## src/rtl/pipe_hazard_ctrl.sv

```systemverilog
// Hazard and forwarding controller for an in-order N-stage RV32I pipeline:
// in-flight destination scoreboard, stage enable/clear strobes, EX forwarding selects, perf counters.
module pipe_hazard_ctrl #(
  parameter int NUM_STAGES = 5,
  parameter int REG_AW     = 5,
  parameter int LOAD_LAT   = 1,
  parameter int BR_STAGE   = 3,
  parameter int CNT_W      = 16,
  localparam int SW        = $clog2(NUM_STAGES - 2)
) (
  input  logic                  i_clk,
  input  logic                  i_reset,
  input  logic                  i_id_vld,
  input  logic [REG_AW-1:0]     i_id_rs1_addr,
  input  logic [REG_AW-1:0]     i_id_rs2_addr,
  input  logic                  i_id_rs1_use,
  input  logic                  i_id_rs2_use,
  input  logic [REG_AW-1:0]     i_id_rd_addr,
  input  logic                  i_id_rd_wren,
  input  logic                  i_id_is_load,
  input  logic                  i_br_taken,
  input  logic                  i_mem_wait,
  output logic [NUM_STAGES-1:0] o_stage_en,
  output logic [NUM_STAGES-1:0] o_stage_clr,
  output logic [SW-1:0]         o_fwd_sel_a,
  output logic [SW-1:0]         o_fwd_sel_b,
  output logic [CNT_W-1:0]      o_stall_cnt,
  output logic [CNT_W-1:0]      o_flush_cnt
);

  // The WB entry retires into a write-first register file, so only EX..N-2 are ever consulted.
  localparam int SB_TOP = NUM_STAGES - 2;
  localparam logic [NUM_STAGES-1:0] BR_CLR_MASK =
    NUM_STAGES'((64'd1 << (BR_STAGE + 1)) - 64'd2);
  localparam logic [CNT_W-1:0] CNT_MAX = {CNT_W{1'b1}};
  localparam logic [CNT_W-1:0] CNT_ONE = {{(CNT_W-1){1'b0}}, 1'b1};

  logic [SB_TOP:2]       r_vld;
  logic [SB_TOP:2]       r_wren;
  logic [SB_TOP:2]       r_load;
  logic [REG_AW-1:0]     r_rd [SB_TOP:2];
  logic [SW-1:0]         r_fwd_a;
  logic [SW-1:0]         r_fwd_b;
  logic [CNT_W-1:0]      r_stall_cnt;
  logic [CNT_W-1:0]      r_flush_cnt;

  logic [SB_TOP:2]       w_wr;
  logic                  w_luse_raw;
  logic                  w_luse;
  logic                  w_flush;
  logic                  w_id_adv;
  logic [SW-1:0]         w_sel_a;
  logic [SW-1:0]         w_sel_b;
  logic [NUM_STAGES-1:0] w_en;
  logic [NUM_STAGES-1:0] w_clr;

  // Scoreboard lookup: writer flags, load-use detection and youngest-writer forwarding selects.
  always_comb begin
    w_wr       = '0;
    w_luse_raw = 1'b0;
    w_sel_a    = '0;
    w_sel_b    = '0;
    for (int k = 2; k <= SB_TOP; k++) begin
      w_wr[k] = r_vld[k] & r_wren[k] & (r_rd[k] != '0);
      w_luse_raw = w_luse_raw | ((k < 2 + LOAD_LAT) & w_wr[k] & r_load[k] & i_id_vld &
                   ((i_id_rs1_use & (i_id_rs1_addr == r_rd[k])) |
                    (i_id_rs2_use & (i_id_rs2_addr == r_rd[k]))));
    end
    // Walk oldest to youngest so the youngest matching writer wins.
    for (int k = SB_TOP; k >= 2; k--) begin
      w_sel_a = (w_wr[k] & i_id_rs1_use & (i_id_rs1_addr == r_rd[k])) ? SW'(k - 1) : w_sel_a;
      w_sel_b = (w_wr[k] & i_id_rs2_use & (i_id_rs2_addr == r_rd[k])) ? SW'(k - 1) : w_sel_b;
    end
  end

  assign w_flush  = i_br_taken & ~i_mem_wait;
  assign w_luse   = w_luse_raw & ~i_mem_wait & ~i_br_taken;
  assign w_id_adv = i_id_vld & ~i_mem_wait & ~i_br_taken & ~w_luse_raw;

  // Pipeline register strobes: mem_wait freezes, branch flushes the front end, load-use bubbles EX.
  always_comb begin
    w_en  = {NUM_STAGES{1'b1}};
    w_clr = {NUM_STAGES{1'b0}};
    if (i_mem_wait) begin
      w_en  = {NUM_STAGES{1'b0}};
      w_clr = {NUM_STAGES{1'b0}};
    end else if (w_flush) begin
      w_clr = BR_CLR_MASK;
    end else if (w_luse) begin
      w_en[1:0] = 2'b00;
      w_clr[2]  = 1'b1;
    end else begin
      w_en  = {NUM_STAGES{1'b1}};
      w_clr = {NUM_STAGES{1'b0}};
    end
  end

  // Scoreboard shift and registered EX forwarding selects; everything holds during mem_wait.
  always_ff @(posedge i_clk or negedge i_reset) begin
    if (!i_reset) begin
      r_vld   <= '0;
      r_wren  <= '0;
      r_load  <= '0;
      r_fwd_a <= '0;
      r_fwd_b <= '0;
      for (int k = 2; k <= SB_TOP; k++) begin
        r_rd[k] <= '0;
      end
    end else if (!i_mem_wait) begin
      for (int k = SB_TOP; k > 2; k--) begin
        r_vld[k]  <= r_vld[k-1] & ~(w_flush & (k <= BR_STAGE));
        r_wren[k] <= r_wren[k-1];
        r_load[k] <= r_load[k-1];
        r_rd[k]   <= r_rd[k-1];
      end
      r_vld[2]  <= w_id_adv;
      r_wren[2] <= i_id_rd_wren;
      r_load[2] <= i_id_is_load;
      r_rd[2]   <= i_id_rd_addr;
      r_fwd_a   <= w_id_adv ? w_sel_a : '0;
      r_fwd_b   <= w_id_adv ? w_sel_b : '0;
    end
  end

  // Saturating load-use stall and branch flush counters.
  always_ff @(posedge i_clk or negedge i_reset) begin
    if (!i_reset) begin
      r_stall_cnt <= '0;
      r_flush_cnt <= '0;
    end else begin
      if (w_luse && (r_stall_cnt != CNT_MAX)) begin
        r_stall_cnt <= r_stall_cnt + CNT_ONE;
      end
      if (w_flush && (r_flush_cnt != CNT_MAX)) begin
        r_flush_cnt <= r_flush_cnt + CNT_ONE;
      end
    end
  end

  assign o_stage_en  = w_en;
  assign o_stage_clr = w_clr;
  assign o_fwd_sel_a = r_fwd_a;
  assign o_fwd_sel_b = r_fwd_b;
  assign o_stall_cnt = r_stall_cnt;
  assign o_flush_cnt = r_flush_cnt;

endmodule
```

## config.mk

```make
export PLATFORM = sky130hd
export DESIGN_NAME = pipe_hazard_ctrl
export DESIGN_NICKNAME = d
export VERILOG_FILES = /design/src/rtl/pipe_hazard_ctrl.sv
export SDC_FILE = /design/constraint.sdc
export NUM_CORES = 1
export LEC_CHECK = 0
export ABC_CLOCK_PERIOD_IN_PS = 2400
export CAP_MARGIN = 0
export CORE_ASPECT_RATIO = 1.2
export CORE_MARGIN = 5
export CORE_UTILIZATION = 30
export DETAILED_ROUTE_END_ITERATION = 8
export GPL_TIMING_DRIVEN = 0
export PLACE_DENSITY = 0.66
export SLEW_MARGIN = 20
export SYNTH_ARGS = -nofsm -noshare
export SYNTH_HDL_FRONTEND = slang
export SYNTH_SLANG_ARGS = --single-unit
export TNS_END_PERCENT = 20
```

## constraint.sdc

```tcl
create_clock -name i_clk -period 2.4 [get_ports i_clk]
set_input_delay 0.6 -clock i_clk [delete_from_list [all_inputs] [get_ports i_clk]]
set_output_delay 0.6 -clock i_clk [all_outputs]
set_load 0.01 [all_outputs]
```

---- Word level (Yosys, flattened, before mapping) ----
Cells that the tools add are included.
word-level totals
  logic and storage cells ................. 62
  input port bits ......................... 24
  bits in read-only memories .............. 0
  memories kept ........................... 0
  output and inout bits ................... 46
  bits in latches ......................... 0
  bits in writable memories ............... 0
  register bits ........................... 51
cells by class
  bitwise operators ....................... 29
  order comparisons ....................... 0
  divide/modulo/power cells ............... 0
  multiply operators ...................... 0
  multiplexer cells ....................... 12
  equality and inequality tests ........... 6
  add/sub/neg operators ................... 2
  shift operators ......................... 0
  reductions and logical operators ........ 4
operator list
  kind                                                             count
  16-bit by 1-bit adder with 16-bit output, second input constant  2
  16-bit != test, second input constant                            2
  1-bit bitwise AND                                                24
  5-bit == test                                                    4
  2-bit 2-to-1 mux                                                 8
  5-bit 2-to-1 mux                                                 2
  5-bit nonzero test                                               2
  4-bit 2-to-1 mux                                                 1
  1-bit inverter                                                   4
  1-bit logical AND                                                2
  1-bit 2-to-1 mux                                                 1
  1-bit OR                                                         1

---- Longest topological paths before layout ----
  depth in word-level cells ............... 10
  gate-level depth with buffers ........... 7
  depth with buffers taken out ............ 6

---- Least setup slack after synthesis ----
Ideal clock, no wire load.
  path kind ............................... flip-flop to output port
  start ................................... register r_rd[1] (netlist name)
  end ..................................... output port o_stage_en[1]
  arrival ................................. 1.927 ns
  cell stages (with the launch flop) ...... 7
  data required time ...................... 1.800 ns
  path buffers ............................ 1
  path slack .............................. -0.127 ns
  cell sequence ........................... dfrtp_1 or4_4 o211ai_4 inv_2 and3_4 a31oi_1 buf_4
between the ends
  word-level cells in the longest chain between the ends .. 10
  elaborated cells on any way between the ends .. 15
  classes of those cells .................. eq/ne: 2; mux: 3; bitwise: 9; reduce/logical: 1
RTL lines
  item                               RTL line  source
  from (decl)                        41        logic [REG_AW-1:0] r_rd [SB_TOP:2];
  from (signal, indexed assignment)  114       r_rd[k] <= r_rd[k-1];
  5-bit nonzero test                 64        w_wr[k] = r_vld[k] & r_wren[k] & (r_rd[k] != '0);
  1-bit bitwise AND                  64
  1-bit bitwise AND (2 in series)    65        w_luse_raw = w_luse_raw | ((k < 2 + LOAD_LAT) & w_wr[k] & r_load[k] & i_id_vld &
  1-bit bitwise AND *                65
  1-bit bitwise AND * (2 in series)  77        assign w_luse = w_luse_raw & ~i_mem_wait & ~i_br_taken;
  2-bit 2-to-1 mux *                 89        end else if (w_luse) begin
  2-bit 2-to-1 mux *                 87        end else if (w_flush) begin
  5-bit 2-to-1 mux *                 84        if (i_mem_wait) begin
  to (decl)                          23        output logic [NUM_STAGES-1:0] o_stage_en,
Every way passes the cells marked *; elsewhere a longest branch is shown, timed or not.

---- Final worst setup path ----
  start ................................... register r_rd[2] (netlist name)
  end ..................................... output port o_stage_en[1]
The elaborated chain is that of the path after synthesis.

==> run_results.csv <==
group,metric,value,unit
sta,worst_pin_slew,0.6694,ns
detailed_routing,dr.pass1.iters,4,
clocking,worstSkewPairLatency,0.30,ns
placement,hpwl,4.772,mm
sta,maxSlewHeadroom,0.5497,
placement,place_area,3496,µm²
sta,finalWorstSetupSlack,-0.2693,ns
synthesis,ys_warn_count,0,
worst_setup_path,startpoint,"r_rd[2]$_DFFE_PN0N_",
floorplanning,die-area,10870,µm²
grt,grt_pass1_wl,10.63,mm
worst_setup_path,worstSetupEndpoint,"o_stage_en[1]",
outcome,violations,"negative setup slack",
pwr,p_switching,0.0005672,W
worst_setup_path,start_kind,"flip-flop",
worst_setup_path,end_kind,"output pin",
run,max_cap_violations,0,
detailed_routing,viasPerCell,4.806,
floorplanning,io_pins,70,
worst_setup_path,required,1.80,ns
detailed_routing,antenna_left,0,
sta,finalCriticalPeriod,2.669,ns
synthesis,synth_simple_gate_area_frac,0.1960,
grt,grt_use_total,0.1224,
pwr,leakagePower,1.504,nW
worst_setup_path,r2r-start,"r_rd[4]$_DFFE_PN0N_",
grt,antenna_found_initial,0,
synthesis,synth_fa_ha_area_frac,0.009398,
final_layout,antenna_cells,0,
synthesis,synth_edf_count,0,
sta,timing_hold_violations_final,0,
detailed_routing,wire_per_inst,13.94,µm
worst_setup_path,crit_fanout,4,
pwr,power_frac_seq,0.501,
synthesis,yosysSeqAreaShare,0.4793,
sta,fin_crit_sh,1.112,
clocking,hold_buffers,0,
final_layout,layout_common_cells,"clkdlybuf4s50_1 (51), dfrtp_1 (47), xnor2_1 (25)",
clocking,clock_sinks,51,
detailed_routing,drc,0,
outcome,status,"finished, violations left",
pwr,clockPowerShare,0.294,
sta,max_freq,0.3746,GHz
floorplanning,coreArea,8611,µm²
sta,tns,-0.6729,ns
synthesis,syn_area_per_cell,10.69,µm²
worst_setup_path,regToRegEndpoint,"o_stall_cnt[1]$_DFFE_PN0P_",
final_layout,nets,356,
pwr,p_per_area,567.8,nW/µm²
synthesis,synth_cell_types,44,
final_layout,regArea,1281,µm²
final_layout,multi_input_area,1329,µm²
grt,grtUsageMet1,0.1492,
grt,gr-usage-met3,0.03457,
synthesis,synth_area,2663,µm²
pwr,p_sw_frac,0.2715,
synthesis,muxShareOfSynthArea,0.06767,
final_layout,fillers,853,
placement,port_buffers,66,
pwr,total_power,0.002090,W
sta,fin_skew,0.004186,ns
worst_setup_path,regToRegSetupSlack,0.24,ns
sta,setup_viol,3,
detailed_routing,wirelength,6.247,mm
floorplanning,die_h,113.2,µm
worst_setup_path,worstPathArrival,2.07,ns
synthesis,async_flop_share,1.000,
synthesis,synth_top_family_by_area,"simple AND/OR/NAND/NOR gates",
floorplanning,fp.dieW,96,µm
sta,rsz0062_at_grt,"true",
synthesis,synth_compound_area_frac,0.05733,
final_layout,syn_to_final_growth,38.20,%
grt,grt-ovfl-total,0,
grt,grt_max_degree,52,
clocking,htree_levels,2,
clocking,cts_tree,"yes",
clocking,cts-buffers-inserted,5,
worst_setup_path,crit_type,"reg2out",
final_layout,drive_gt1_frac,0.1903,
final_layout,final_area,3680,µm²
grt,met2_usage,0.2077,
synthesis,netlist_instances,249,
final_layout,layout_commonest_cell,"clkdlybuf4s50_1",
detailed_routing,drt_iter0_drc,58,
worst_setup_path,reg2reg_depth,8,
pwr,p_comb_frac,0.206,
floorplanning,rows,37,
synthesis,synthFlopType,"dfrtp_1",
grt,busiest_layer,"met2",
pwr,internal-power,0.001522,W
min_path,holdCritPathClass,"in2async",
synthesis,synth_xor_area_frac,0.1513,
pwr,peakVddDrop,0.5859,mV
detailed_routing,vias,2153,
clocking,cts.clk_slew.worst_paths,0.09,ns
grt,grt_pass1_vias,2242,
floorplanning,start_util,0.3092,
synthesis,yosysTopAreaCell,"dfrtp_1",
clocking,root_buffer,"clkbuf_8",
synthesis,synth_top_cell_area_share,0.4793,
sta,maxSlewViolCount,0,
clocking,clk_path_buf_depth,2,
synthesis,synthTopCellsByArea,"dfrtp_1 (48%), xnor2_1 (8.6%), xor2_1 (6.6%)",
placement,globalplace.congestion,0.8202,
synthesis,synth-seq-cells,51,
[power by group through the flow]
stage,logic [W],registers (W),clock network [W]
3_5_place_dp,0.000422,0.00106,0
5_1_grt,0.000476,0.00106,0.000668
6_report,0.000430,0.00105,0.000614
4_1_cts,0.000438,0.00105,0.000639
2_1_floorplan,0.000182,0.00107,0
3_3_place_gp,0.000407,0.00106,0
[metal layers]
| metal | wire length [µm] | vias to the layer above |
|---|---|---|
| li1 | - | 1042 |
| met1 | 2604 | 1047 |
| met2 | 3165 | 57 |
| met3 | 400 | 7 |
| met4 | 76 | 0 |
| met5 | 0 | - |
[cell usage after synthesis (6+ instances only)]
master    n
xor2_1   20
xnor2_1  26
dfrtp_1  51
nor3_1    8
nor2_1   13
nand2_1  19
inv_1     6
nand4_1  12
buf_4     6
nand3_1  20
mux2_2   15
[worst min-delay path by stage]
stage | from | to | cells after the start
after floorplan | i_reset | o_flush_cnt[0]$_DFFE_PN0P_ | 0
after global placement | o_fwd_sel_b[1]$_DFFE_PN0N_ | o_fwd_sel_b[1]$_DFFE_PN0N_ | 2
after detailed placement | o_fwd_sel_a[1]$_DFFE_PN0N_ | o_fwd_sel_a[1]$_DFFE_PN0N_ | 2
after CTS | i_reset | o_stall_cnt[2]$_DFFE_PN0P_ | 1
after global routing | i_reset | r_rd[0]$_DFFE_PN0N_ | 1
final | i_reset | o_fwd_sel_b[1]$_DFFE_PN0N_ | 1
[sequential cells by signal, summed over array words and instances, names as in the netlist]
| signal | cells |
|---|---|
| o_flush_cnt | 16 |
| o_stall_cnt | 16 |
| r_rd | 10 |
| o_fwd_sel_a | 2 |
| o_fwd_sel_b | 2 |
| r_vld | 2 |
| r_wren | 2 |
| r_load | 1 |
[kinds of logic (layout without fill, tap and decap cells)]
logic type | after synthesis | count (layout)
AO/OA/AOI/OAI | 19 | 19
XOR/XNOR | 46 | 46
adder cells (fa/ha/maj) | 2 | 2
buffers and inverters | 18 | 99
flip-flops | 51 | 51
multiplexers | 16 | 16
other | 1 | 2
AND/OR/NAND/NOR | 96 | 96
[timing repair]
item,in CTS,in global routing
pin swaps,6,1
resized for setup,41,3
setup buffers,8,0
endpoints found under the setup margin,8,6
[metrics by stage]
stage                     instances  setup slack (ns)  hold WS [ns]    util
final                           448           -0.2693        0.3242  0.4273
after global routing            448           -0.3503        0.3783  0.4273
after CTS                       448           -0.2817        0.3486  0.4269
after detailed placement        433            -1.221        0.4726  0.4060
after global placement          433            -1.193        0.4746  0.4063
after floorplan                 250        -0.0004418        0.3044       -
[cell type report]
| class | instances | share of cell area |
|---|---|---|
| plain buffers | 10 | 0.02074 |
| clock buffers | 6 | 0.02244 |
| clock inverters | 2 | 0.009521 |
| inverters | 7 | 0.007140 |
| multi-input cells | 181 | 0.3611 |
| flip-flops and latches | 51 | 0.3482 |
| well taps | 117 | 0.03978 |
| repair buffers | 74 | 0.1911 |
[critical path, stage by stage, from the launching register on]
cell and delay [ns]:
dfrtp_2 0.45, or4_4 0.56, o211ai_4 0.20, inv_2 0.05, and3_4 0.18, a31oi_4 0.13
buf_6 0.11, buf_6 0.09
Note: power is estimated with default switching activity, not from simulation.
